**config.mk**
```make
export PLATFORM = sky130hd
export DESIGN_NAME = alu_op_sequencer
export DESIGN_NICKNAME = d
export VERILOG_FILES = /design/src/rtl/alu_op_sequencer.sv
export SDC_FILE = /design/constraint.sdc
export NUM_CORES = 1
export LEC_CHECK = 0
export CAP_MARGIN = 20
export CORE_MARGIN = 2
export CORE_UTILIZATION = 39
export DETAILED_ROUTE_END_ITERATION = 8
export PLACE_DENSITY = 0.87
export SYNTH_ARGS = -nofsm -noshare
export SYNTH_HDL_FRONTEND = slang
export SYNTH_SLANG_ARGS = --single-unit
```
**constraint.sdc**
```tcl
create_clock -name Clock -period 2 [get_ports Clock]
set_input_delay 0.4 -clock Clock [delete_from_list [all_inputs] [get_ports Clock]]
set_output_delay 0.4 -clock Clock [all_outputs]
set_load 0.05 [all_outputs]
```
**src/rtl/alu_op_sequencer.sv**
```systemverilog
// alu_op_sequencer: control-side driver for the ALU FunSel/WF/flags interface.
// Accepts one instruction, checks its condition code against the live ALU flags,
// runs the op for one or more EXEC cycles (shifts/rotates repeat), waits one
// SETTLE cycle for the flags to land, then offers Result/ResFlags until taken.
module alu_op_sequencer #(
  parameter int DATA_W = 32,
  parameter int CNT_W  = 5
) (
  input  logic              Clock,
  input  logic              Reset,
  input  logic              InstValid,
  output logic              InstReady,
  input  logic [4:0]        InstFunSel,
  input  logic [DATA_W-1:0] InstA,
  input  logic [DATA_W-1:0] InstB,
  input  logic [CNT_W-1:0]  InstCount,
  input  logic              InstSetF,
  input  logic [2:0]        InstCond,
  output logic [DATA_W:0]   AluA,
  output logic [DATA_W:0]   AluB,
  output logic [4:0]        FunSel,
  output logic              WF,
  input  logic [DATA_W:0]   AluOut,
  input  logic [3:0]        FlagsIn,
  output logic              ResValid,
  input  logic              ResReady,
  output logic [DATA_W-1:0] Result,
  output logic [3:0]        ResFlags,
  output logic              Skipped,
  output logic              Busy
);

  typedef enum logic [1:0] {
    S_IDLE   = 2'd0,
    S_EXEC   = 2'd1,
    S_SETTLE = 2'd2,
    S_DONE   = 2'd3
  } state_t;

  state_t             state;
  logic [DATA_W-1:0]  acc;
  logic [DATA_W-1:0]  b_q;
  logic [CNT_W-1:0]   cnt;
  logic [4:0]         fun_sel_q;
  logic               wf_q;
  logic               rdy_q;
  logic               vld_q;
  logic [DATA_W-1:0]  res_q;
  logic [3:0]         res_flags_q;
  logic               skip_q;
  logic               alu_out_msb_unused;

  // Condition codes over {Z,C,N,O}; NV never passes.
  function automatic logic cond_pass(input logic [2:0] cond, input logic [3:0] flags);
    logic z, c, n, o;
    {z, c, n, o} = flags;
    case (cond)
      3'b000:  cond_pass = 1'b1;
      3'b001:  cond_pass = z;
      3'b010:  cond_pass = !z;
      3'b011:  cond_pass = c;
      3'b100:  cond_pass = !c;
      3'b101:  cond_pass = n;
      3'b110:  cond_pass = o;
      default: cond_pass = 1'b0;
    endcase
  endfunction

  // Only shift/rotate codes repeat; a zero count still runs once.
  function automatic logic [CNT_W-1:0] eff_count(input logic [3:0] op,
                                                 input logic [CNT_W-1:0] count);
    if (op < 4'b1011 || count == '0)
      eff_count = CNT_W'(1);
    else
      eff_count = count;
  endfunction

  assign alu_out_msb_unused = AluOut[DATA_W];

  assign AluA      = {1'b0, acc};
  assign AluB      = {1'b0, b_q};
  assign FunSel    = fun_sel_q;
  assign WF        = wf_q;
  assign InstReady = rdy_q;
  assign ResValid  = vld_q;
  assign Result    = res_q;
  assign ResFlags  = res_flags_q;
  assign Skipped   = skip_q;
  assign Busy      = (state != S_IDLE);

  // Sequencer FSM with registered ALU drive and result outputs.
  always_ff @(posedge Clock or negedge Reset) begin
    if (!Reset) begin
      state       <= S_IDLE;
      acc         <= '0;
      b_q         <= '0;
      cnt         <= '0;
      fun_sel_q   <= '0;
      wf_q        <= 1'b0;
      rdy_q       <= 1'b0;
      vld_q       <= 1'b0;
      res_q       <= '0;
      res_flags_q <= '0;
      skip_q      <= 1'b0;
    end else begin
      case (state)
        S_IDLE: begin
          rdy_q <= 1'b1;
          if (InstValid && rdy_q) begin
            rdy_q  <= 1'b0;
            acc    <= InstA;
            b_q    <= InstB;
            cnt    <= eff_count(InstFunSel[3:0], InstCount);
            skip_q <= 1'b0;
            if (cond_pass(InstCond, FlagsIn)) begin
              state     <= S_EXEC;
              fun_sel_q <= InstFunSel;
              wf_q      <= InstSetF;
            end else begin
              // Failed condition: report operand A untouched, ALU never driven.
              state       <= S_DONE;
              skip_q      <= 1'b1;
              res_q       <= InstA;
              res_flags_q <= FlagsIn;
              vld_q       <= 1'b1;
            end
          end
        end
        S_EXEC: begin
          acc <= AluOut[DATA_W-1:0];
          cnt <= cnt - CNT_W'(1);
          if (cnt == CNT_W'(1)) begin
            state     <= S_SETTLE;
            fun_sel_q <= '0;
            wf_q      <= 1'b0;
          end
        end
        S_SETTLE: begin
          // Flags written on the last EXEC edge are now visible on FlagsIn.
          res_q       <= acc;
          res_flags_q <= FlagsIn;
          vld_q       <= 1'b1;
          state       <= S_DONE;
        end
        default: begin
          if (ResReady) begin
            vld_q <= 1'b0;
            rdy_q <= 1'b1;
            state <= S_IDLE;
          end
        end
      endcase
    end
  end

endmodule

```
## Word-level counts from Yosys, hierarchy flattened

Cells that the tools add are included.
W data, S select, Z words.

- Register bits: 116
- Input bits: 119
- Output and inout port bits: 112
- Word-level logic and storage cells: 84

- $add $sub $neg: 1
- Order comparisons: 1
- Equal/unequal tests: 13
- Muxes and demuxes: 35
- Bitwise operators: 2
- Reduce and logical (&&, ||, !) cells: 21

Operators with widths:

| cell | number |
|---|---|
| $pmux W32 S2 | 2 |
| $mux W32 | 3 |
| $mux W5 | 5 |
| $pmux W5 S2 | 2 |
| $mux W1 | 11 |
| $eq A3 B3 Y1 const B | 3 |
| $mux W2 | 4 |
| $mux W4 | 2 |
| $ne A2 B2 Y1 const B | 4 |
| $pmux W4 S2 | 1 |
| $reduce_and A4 Y1 | 2 |
| $reduce_bool A2 Y1 | 4 |
| $pmux W1 S7 | 1 |
| $eq A3 B2 Y1 const B | 2 |
| $pmux W2 S3 | 1 |
| $reduce_and A2 Y1 | 3 |
| $reduce_and A3 Y1 | 2 |
| $eq A5 B1 Y1 const B | 1 |
| $logic_not A5 Y1 | 1 |
| $sub A5 B1 Y5 const B | 1 |
| $lt A4 B4 Y1 const B | 1 |
| $pmux W1 S2 | 2 |
| $reduce_bool A4 Y1 | 1 |
| $eq A3 B1 Y1 const B | 1 |
| other kinds (11) | 13 |

## Longest topological paths before layout

- Depth in word-level cells: 7
- Gate-level depth with buffers: 8
- Depth with buffers taken out: 6

## Worst setup path before layout

OpenSTA, ideal clock, no wires.

- Path kind: reg-to-reg
- Start: reg rdy_q, in the netlist InstReady
- End: reg res_q[10], in the netlist Result[10]
- Setup time: 0.125 ns
- Arrival: 1.800 ns
- Data required time: 1.875 ns
- Setup slack: 0.075 ns
- Cell stages (with the launch flop): 7
- Buffers on the path: 3
- Clock period less this slack: 1.925 ns
- Cell sequence: dfrtp_1 and3_1 buf_2 a41o_1 buf_6 buf_12 mux2_4

- Longest elaborated chain between the ends: 3

Ends and longest elaborated chain:

| item | RTL line | text |
|---|---|---|
| from (decl) | 46 | `logic rdy_q;` |
| from (signal assigned) | 100 | `rdy_q <= 1'b0;` |
| from (signal assigned) | 108 | `rdy_q <= 1'b1;` |
| from (signal assigned) | 110 | `rdy_q <= 1'b0;` |
| $logic_and A1 B1 Y1 | 109 | `if (InstValid && rdy_q) begin` |
| $ne A2 B2 Y1 (no source line) | n/a |  |
| $reduce_and A3 Y1 (no source line) | n/a |  |
| to (signal assigned) | 123 | `res_q <= InstA;` |
| to (decl) | 48 | `logic [DATA_W-1:0] res_q;` |

Every way passes these cells.
A chain may end at the register's enable or synchronous reset.

## Worst setup path in the final report

- Start: reg b_q[7]
- End: out AluB[7]

RTL lines:

| item | RTL line | text |
|---|---|---|
| from (decl) | 42 | `logic [DATA_W-1:0] b_q;` |
| from (signal assigned) | 112 | `b_q <= InstB;` |
| to (decl) | 20 | `output logic [DATA_W:0] AluB,` |

No word-level cell between the ends.

==> flow_summary.ini <==
[drt]
wl_per_cell_um = 15.96
detail-route-antenna-nets = 0
met1_length_um = 5935
avgViaCountPerCell = 4.855
drt_first_pass_iters = 4
dr.first_iter.drc_count = 142
wl_met2_um = 7692
wl_um = 15100
top_layer = met4
vias = 4593
met3WireLength_um = 1279
drc = 0

[critical_path]
timing.critical_path.required_ns = 1.60
worstReg2RegEnd = FunSel[4]
crit_arrival_ns = 1.57
cp_top_family = buffers and inverters
slowest_delay_ns = 0.81
timing.rr.start = cnt[1]
end_kind = output pin
ff2ff_setup_slack_ns = 0.11
slowest_stage = clkdlybuf4s50_1
rr_worst_depth = 6
crit_path_max_fanout = 2
cp.buffers_inverters = 1
path_cells = clkdlybuf4s50_1
start_kind = register
path_class = register to output pin

[synth]
syn_area_mm2 = 0.005538
synth_commonest_cells = 132 x nand2_1, 116 x dfrtp_1, 40 x mux2_2
synth_cells = 496
synth-seq-area-share = 0.5242
yosysMostFrequentCell = nand2_1
ys_ff_latch = 116
synth_area_leaders = dfrtp_1 52%, nand2_1 8.9%, mux2_2 8.1%, mux2_4 8.1%, mux2i_1 6.0%
synthFlopType = dfrtp_1
async_reset_ff_frac = 1.000
avgSynthCellArea_um2 = 11.16
ys_warn_count = 0
synth_edf_count = 0
synth_cell_type_count = 44
synth_top_cell_by_area = dfrtp_1
yosysTopAreaCellShare = 0.5242

[clock_tree]
htree_levels = 4
cts_tree = yes
clk_pin_slew_worst_paths_ns = 0.05
cts_sinks = 116
clk_latency_ns = 0.41
clockRootBuffer = clkbuf_16
cts_buffers = 17
clockBufferDepth = 2

[power]
leakage_uw = 0.004494
powerDensity_mw_per_mm2 = 2070
p_seq_frac = 0.229
p_switching_uw = 8420
power.share.clock = 0.184
switching_share = 0.4525
p_int_uw = 10190
peakVddDrop_v = 0.001155
power.share.combinational = 0.586

[global_routing]
grt_pass1_wl_um = 23000
antenna_found_initial = 0
overflow = 0
grt_max_degree = 68
track_usage = 0.1987
grt_pass1_vias = 4576

[die]
rows = 43
die_h_um = 123.2
die_x_um = 123.2
initial_core_util = 0.3990
core-area_mm2 = 0.01388
ioPinCount = 231
dieArea_mm2 = 0.01517

[placement]
port_buffers = 227
hpwl_um = 10800
placed_cell_area_mm2 = 0.008248
gp_congestion = 0.8073

[timing]
fmax_ghz = 0.5076
worstMarginPinSlew_ns = 0.5442
slew_headroom = 0.6366
skew_ns = 0.007569
hold_viol_final = 0
fin_tns_setup_ns = 0
finalMaxSlewViolations = 0
rsz0062_at_grt = no
period_needed_ns = 1.970
setup_viol = 0
fin_crit_sh = 0.9850

[status]
status = finished, final reports clean

[layout]
syn_to_final_growth_pct = 62.29
fin_nets = 878
num-fill-cells = 1083
post-route-cell-area_mm2 = 0.008987
n_antenna_cell = 0
layout-drive-gt1-share = 0.2037

[flow_run]
maxCapViolCount = 0

[min_path]
min_path_type = input pin to asynchronous set/reset pin
## flip-flops by register name, summed over array words and instances, names as in the netlist
register / flops
Result: 32
acc: 32
b_q: 32
FunSel: 5
cnt: 5
ResFlags: 4
state: 2
InstReady: 1
ResValid: 1
Skipped: 1
WF: 1
## power by group through the flow
stage	logic, µW	clock network [µW]	registers [µW]
floorplan	3690	0	7920
global placement	11100	0	4240
global route	11500	3610	4420
finish	10900	3430	4270
CTS	11000	3510	4290
detailed placement	11300	0	4290
## layout make-up
class / instances / area [µm²] / share of cell area
clock buffer: 24 / 511.7 / 0.05694
timing repair buffer: 267 / 2696 / 0.3000
tap: 180 / 225.2 / 0.02506
sequential: 116 / 2903 / 0.3230
inverter: 8 / 30.03 / 0.003341
clock inverter: 8 / 167.7 / 0.01866
multi-input combinational: 343 / 2454 / 0.2730
## kinds of logic after synthesis
group                      Yosys count  synth area share
and+or+nand+nor                    167            0.1265
DFF                                116            0.5242
muxes                              107            0.2305
AOI/OAI and AO/OA                   61           0.06666
buffers and inverters               38           0.03796
adders and majority gates            6           0.01356
other                                1         0.0006772
## cell usage in the layout, fill, tap and decap left out, types with 2 or more instances in the layout
cell,netlist,final
buf_4,2,34
o22ai_1,2,2
dlygate4sd2_1,0,50
o21ai_1,2,2
dlymetal6s2s_1,0,32
o21ai_0,39,39
ha_1,6,3
inv_2,0,2
mux2_4,30,30
nor3_1,3,3
or3_1,2,2
clkdlybuf4s50_1,0,140
buf_12,3,9
and3b_1,2,2
clkinv_2,0,2
ha_2,0,3
a21oi_1,2,2
dfrtp_1,116,116
conb_1,1,2
a221o_1,2,2
nand2_1,132,132
clkbuf_16,0,17
a41o_2,1,2
mux2_2,40,40
nand3_1,4,4
bufinv_16,0,5
inv_1,8,6
clkbuf_8,0,6
nand2b_1,5,5
mux2_1,4,4
mux2i_1,33,33
nor2b_1,9,9
nor2_1,5,5
## per-stage QoR
stage	instances	hold slack (ns)	utilization	setup WS [ns]	total power, µW
2_1_floorplan	497	0.1044	-	0.07458	11610
3_3_place_gp	911	0.2805	0.5942	-0.2494	15310
3_5_place_dp	911	0.2828	0.5942	-0.2534	15560
4_1_cts	944	0.3906	0.6398	0.00002398	18760
5_1_grt	946	0.4104	0.6475	0.001352	19560
6_report	946	0.4024	0.6475	0.03003	18610
## per-layer routing
| layer | up-vias | global-route usage |
|---|---|---|
| li1 | 2206 | - |
| met3 | 19 | 0.06596 |
| met1 | 2198 | 0.2249 |
| met4 | 0 | 0.06392 |
| met5 | - | 0 |
| met2 | 170 | 0.3520 |
## timing repair
item | 4_1_cts | 5_1_grt
setup buffers | 0 | 2
hold buffers | 1 | 0
pin swaps | 0 | 0
endpoints found under the hold margin | 15 | 0
cloned | 0 | 0
gates resized for setup | 51 | 38
setup endpoints to repair | 54 | 64
## how the worst max path moves through the flow
stage                startpoint         end  slack (ns)  cells past startpoint
detailed placement  InstCond[1]  Result[11]       -0.25                      7
floorplan             InstReady  Result[10]        0.07                      6
finish                   b_q[7]     AluB[7]        0.03                      1
CTS                  Result[22]  Result[22]     0.00002                      1
global placement    InstCond[0]  Result[13]       -0.25                      7
global route          FunSel[4]   FunSel[4]       0.001                      1
Note: power is estimated with default switching activity, not from simulation.
